[config.mk]
export PLATFORM = sky130hd
export DESIGN_NAME = clk_ctrl
export DESIGN_NICKNAME = d
export VERILOG_FILES = /design/src/rtl/clk_ctrl_pkg.sv /design/src/rtl/clk_ctrl_cfg.sv /design/src/rtl/clk_ctrl.sv
export SDC_FILE = /design/constraint.sdc
export NUM_CORES = 1
export LEC_CHECK = 0
export BUFFER_PORTS_ARGS = -buffer_cell sky130_fd_sc_hd__buf_2
export CORE_MARGIN = 3
export CORE_UTILIZATION = 63
export CTS_BUF_LIST = sky130_fd_sc_hd__clkbuf_2
export DETAILED_ROUTE_END_ITERATION = 10
export GPL_TIMING_DRIVEN = 0
export MAX_ROUTING_LAYER = met4
export PLACE_DENSITY = 0.82
export SKIP_LAST_GASP = 1
export SYNTH_ARGS = -nofsm -noshare
export SYNTH_HDL_FRONTEND = slang
export SYNTH_SLANG_ARGS = --single-unit
[constraint.sdc]
create_clock -name clk -period 6.1 [get_ports clk]
set_input_delay 0.915 -clock clk [delete_from_list [all_inputs] [get_ports clk]]
set_output_delay 0.915 -clock clk [all_outputs]
set_load 0.01 [all_outputs]
[src/rtl/clk_ctrl_pkg.sv]
// clk_ctrl_pkg -- shared types for the programmable clock-enable generator.
//   state_t : generator FSM states
//   cfg_t   : one complete waveform configuration (period, high time, oneshot)
//   CFG_W   : storage width of the configuration fields; the generator
//             parameter W must not exceed it.
package clk_ctrl_pkg;

  localparam int CFG_W = 32;

  typedef enum logic [1:0] {
    IDLE     = 2'd0,
    RUN      = 2'd1,
    STOPPING = 2'd2
  } state_t;

  typedef struct packed {
    logic [CFG_W-1:0] period;
    logic [CFG_W-1:0] high;
    logic             oneshot;
  } cfg_t;

  // Configuration loaded at reset: 50 % duty, free running.
  function automatic cfg_t default_cfg(input int unsigned p);
    cfg_t c;
    c.period  = CFG_W'(p);
    c.high    = CFG_W'(p >> 1);
    c.oneshot = 1'b0;
    return c;
  endfunction

endpackage

[src/rtl/clk_ctrl_cfg.sv]
// clk_ctrl_cfg -- configuration front end for clk_ctrl.
// Validates offered configurations, holds one in a shadow register and hands
// it to the active configuration when the generator opens a transfer window.
// Ports:
//   clk, rst               clock, async active-high reset
//   cfg_valid/cfg_ready    offer handshake; ready drops while a shadow is pending
//   cfg_period/high/oneshot offered configuration
//   cfg_err                one-cycle pulse after a rejected offer
//   xfer_window            generator is at a point where a swap is safe
//   active                 configuration currently driving the generator
module clk_ctrl_cfg
  import clk_ctrl_pkg::*;
#(
  parameter int          W          = 32,
  parameter int unsigned DEF_PERIOD = 50000000
) (
  input  logic         clk,
  input  logic         rst,
  input  logic         cfg_valid,
  output logic         cfg_ready,
  input  logic [W-1:0] cfg_period,
  input  logic [W-1:0] cfg_high,
  input  logic         cfg_oneshot,
  output logic         cfg_err,
  input  logic         xfer_window,
  output cfg_t         active
);

  logic pending;
  cfg_t shadow;
  logic accept;
  logic bad;

  assign cfg_ready = !pending;
  assign accept    = cfg_valid && !pending;
  assign bad       = (cfg_period < W'(2)) || (cfg_high == '0) || (cfg_high >= cfg_period);

  always_ff @(posedge clk or posedge rst) begin
    if (rst) begin
      pending <= 1'b0;
      shadow  <= default_cfg(DEF_PERIOD);
      active  <= default_cfg(DEF_PERIOD);
      cfg_err <= 1'b0;
    end else begin
      cfg_err <= accept && bad;
      // Acceptance needs !pending and transfer needs pending, so they never collide.
      if (accept && !bad) begin
        shadow.period  <= CFG_W'(cfg_period);
        shadow.high    <= CFG_W'(cfg_high);
        shadow.oneshot <= cfg_oneshot;
        pending        <= 1'b1;
      end else if (pending && xfer_window) begin
        active  <= shadow;
        pending <= 1'b0;
      end
    end
  end

endmodule

[src/rtl/clk_ctrl.sv]
// clk_ctrl -- programmable clock-enable generator.
// Produces gen high for the first H cycles of every P-cycle period and a
// tick on the last cycle of each period. New configurations only take effect
// at a period boundary (or straight away while idle).
// Ports:
//   clk, rst                   clock, async active-high reset
//   cfg_valid/ready/period/high/oneshot  configuration handshake
//   cfg_err                    one-cycle pulse on a rejected configuration
//   start, stop                begin generation / stop at end of current period
//   gen, tick, busy            waveform, end-of-period pulse, not idle
module clk_ctrl
  import clk_ctrl_pkg::*;
#(
  parameter int          W          = 32,
  parameter int unsigned DEF_PERIOD = 50000000
) (
  input  logic         clk,
  input  logic         rst,
  input  logic         cfg_valid,
  output logic         cfg_ready,
  input  logic [W-1:0] cfg_period,
  input  logic [W-1:0] cfg_high,
  input  logic         cfg_oneshot,
  input  logic         start,
  input  logic         stop,
  output logic         gen,
  output logic         tick,
  output logic         busy,
  output logic         cfg_err
);

  state_t       state;
  logic [W-1:0] cnt;
  cfg_t         active;
  logic [W-1:0] per;
  logic [W-1:0] hi;
  logic         last;

  assign per  = W'(active.period);
  assign hi   = W'(active.high);
  assign last = (cnt == per - W'(1));

  // Outputs decode only registered state, so reset clears them at once.
  assign busy = (state != IDLE);
  assign gen  = busy && (cnt < hi);
  assign tick = busy && last;

  clk_ctrl_cfg #(
    .W          (W),
    .DEF_PERIOD (DEF_PERIOD)
  ) u_cfg (
    .clk         (clk),
    .rst         (rst),
    .cfg_valid   (cfg_valid),
    .cfg_ready   (cfg_ready),
    .cfg_period  (cfg_period),
    .cfg_high    (cfg_high),
    .cfg_oneshot (cfg_oneshot),
    .cfg_err     (cfg_err),
    .xfer_window ((state == IDLE) || last),
    .active      (active)
  );

  always_ff @(posedge clk or posedge rst) begin
    if (rst) begin
      state <= IDLE;
      cnt   <= '0;
    end else begin
      case (state)
        IDLE: begin
          cnt <= '0;
          if (start && !stop) state <= RUN;
        end
        RUN: begin
          if (last) begin
            cnt <= '0;
            // A stop seen on the final cycle already has its period finished.
            if (active.oneshot || stop) state <= IDLE;
          end else begin
            cnt <= cnt + W'(1);
            if (stop) state <= STOPPING;
          end
        end
        STOPPING: begin
          if (last) begin
            cnt   <= '0;
            state <= IDLE;
          end else begin
            cnt <= cnt + W'(1);
          end
        end
        default: begin
          state <= IDLE;
          cnt   <= '0;
        end
      endcase
    end
  end

endmodule

==> qor.txt <==
asr flop ratio synth: 1.00
worst-case reg-to-reg path depth: 10
Power Total: 4.53 mW
RSZ-0062 raised after global routing: no
status: finished clean
Mapped Nets: 990
Max IR drop VDD: 0.000341 V
final non-filler cell total: 1144
vias in the first global route: 6837
Root Buffer: clkbuf_2
leakage: 5.01 nW
critical path's most frequent cell: nor4_1
Synth Cell Area: 9620 µm²
Initial Util: 0.652
Die X-Extent: 130 µm
pin count of the biggest net entering global routing: 98
Synth Warn #: 0
pre-CTS setup slack: 1.53 ns
CP cell instances: nor4_1 -> nand4_1 -> nor4_1 -> xnor2_1 -> nor4_1 -> nand4_1 -> nor3_2 -> and2_1 -> buf_2
Std-Cell Rows: 44
max-cap violations: 0
# port buffers: 74
initial antenna violation count: 1
# IOs: 75
Slew Limit Headroom: 0.414
area share of the largest cell type after synthesis: 0.307
most common cell in the netlist: dfrtp_1
gp weighted congestion: 0.908
Top delay family on crit path: simple AND/OR/NAND/NOR gates
synthesized instance count: 852
Startpoint Class: flip-flop
worst setup margin: 0.825 ns
Total GRT Usage: 0.280
worst-path fanout max: 8
Hold Fails Final Rpt: 0
CTS Hold Bufs: 0
final worst path period need: 5.28 ns
CTS Sinks: 166
register bit total from synthesis: 166
CP Depth: 9
maximum clock insertion buffer count: 2
placed cell count: 1111
fraction of layout cells with a size suffix above 1: 0.310
data arrival time of the critical path: 4.36 ns
Critical Path Sink Type: output port
CTS tree: built
Pwr Density: 429 nW/µm²
first drt pass iteration count: 5
gr ovfl total: 0
# H-tree levels: 4
Util after Layout: 0.715
critical path class: reg -> out
Final period util: 0.865
CTS clk-pin slew, worst paths: 0.25 ns
Die Span Y: 130 µm
# setup viols final: 0
clock skew: 0.0488 ns
crit-path max cell delay: 0.64 ns
Num CTS Buffers: 17
Post-CTS Resized: 0
core footprint: 14800 µm²
routed wire length: 21.3 mm
Top FF cell, synth: dfrtp_1
postcts setup bufs: 0
area delta synth->final: 9.70%
Worst EP required: 5.18 ns
vias per cell: 6.00
Buf+Inv Stages, Crit Path: 1
finished layout cell area: 10600 µm²
Tightest Hold Check Type: in -> async
placed cell area: 10300 µm²
WL per Instance: 18.6 µm
fmax: 0.190 GHz
Synth area leader: dfrtp_1
max-slew violations: 0
synth top area cells: dfrtp_1 31%, dfstp_2 13%, mux2_2 9.5%, ha_1 8.8%, mux2_4 7.8%
Post-synth EDFFs: 0
vias post-DR: 6868
Seq/Total Area, Yosys: 0.438
DPL Wire Length: 16.5 mm
worst skew pair latency: 0.77 ns
drt drc: 0
Iteration-0 DRC Markers: 546
# nets final: 1084
global-route wire length before repair: 35.2 mm
slowest stage cell on the critical path: nor4_1
Syn Area/Cell: 11.3 µm²
synth cell count leaders: 118 x dfrtp_1, 81 x mux2_2, 77 x inv_1
Die Area: 16800 µm²
Tightest Pin Transition: 0.878 ns
Cell variety after synth: 58
antenna-violating nets left: 0
## kinds of logic (layout without fill, tap and decap cells)
group                    after synthesis  in the layout  synth area share
AND/OR/NAND/NOR                      221            221             0.125
XOR/XNOR                              72             72            0.0655
buffers and inverters                 98            204            0.0430
flip-flops                           166            166             0.438
adder cells (fa/ha/maj)               69             69            0.0895
other                                  0              2                 0
multiplexers                         131            131             0.173
AO/OA/AOI/OAI                         95             95            0.0661
## registers in the layout (all words and copies together), names as in the netlist
| register | count |
|---|---|
| cnt | 32 |
| state | 2 |
| u_cfg.active | 65 |
| u_cfg.cfg_err | 1 |
| u_cfg.pending | 1 |
| u_cfg.shadow | 65 |
## stage by stage
stage                     TNS [ns]  hold WS [ns]
after global placement     -122.06         0.483
after CTS                        0        0.0906
after detailed placement         0         0.490
after global routing             0         0.109
final                            0         0.142
after floorplan                  0         0.475
## report_power, final
group | total (mW) | internal (mW) | leakage, nW | switching, mW
sequential | 2.06 | 1.68 | 1.97 | 0.382
clock | 0.695 | 0.309 | 0.164 | 0.387
combinational | 1.77 | 0.991 | 2.88 | 0.783
total | 4.53 | 2.98 | 5.01 | 1.55
## routing by layer
layer / share of wire / track usage
met3: 0.056 / 0.0561
met4: 0.032 / 0.102
met2: 0.46 / 0.422
met1: 0.45 / 0.380
met5: 0 / -
## path summary, 6_finish.rpt
| path | from | end | slack, ns |
|---|---|---|---|
| worst max register to register | u_cfg.active[44]$_DFFE_PP0P_ | cnt[16]$_DFF_PP0_ | 1.84 |
| min in group clk | cfg_high[9] | u_cfg.shadow[10]$_DFFE_PP0P_ | 0.38 |
| worst max-delay path | u_cfg.active[44]$_DFFE_PP0P_ | tick | 0.82 |
| worst min-delay path | rst | u_cfg.shadow[11]$_DFFE_PP0P_ | 0.14 |
| max in group asynchronous | rst | u_cfg.active[25]$_DFFE_PP1P_ | 5.07 |
| worst min register to register | u_cfg.shadow[41]$_DFFE_PP0P_ | u_cfg.active[41]$_DFFE_PP0P_ | 0.52 |
## placed cells by master (no fill, tap or decap), types with 4 or more instances in the layout
| cell | n |
|---|---|
| nor3_1 | 14 |
| clkbuf_2 | 18 |
| xor2_1 | 30 |
| nor2_1 | 60 |
| clkbuf_1 | 13 |
| nand2b_1 | 5 |
| dfrtp_1 | 118 |
| and2_1 | 4 |
| nor4_1 | 28 |
| inv_1 | 76 |
| a21oi_1 | 21 |
| nor2b_1 | 9 |
| bufinv_16 | 5 |
| and3_1 | 9 |
| nand4_1 | 33 |
| ha_1 | 68 |
| mux2_4 | 50 |
| buf_2 | 75 |
| buf_6 | 6 |
| xnor2_1 | 42 |
| dfstp_2 | 48 |
| nand2_1 | 18 |
| mux2_2 | 81 |
| nand3_1 | 21 |
| o21ai_0 | 18 |
| o211ai_1 | 5 |
| a21o_1 | 24 |
## final cells by class
| class | instances | area (µm²) |
|---|---|---|
| Antenna cell | 2 | 5.00 |
| Buffer | 21 | 125 |
| Clock buffer | 18 | 90.1 |
| Clock inverter | 13 | 203 |
| Fill cell | 1095 | 4200 |
| Inverter | 77 | 297 |
| Multi-Input combinational cell | 588 | 4990 |
| Sequential cell | 166 | 4210 |
| Tap cell | 184 | 230 |
| Timing Repair Buffer | 75 | 398 |
No activity file was read; power rests on OpenSTA's default activity.
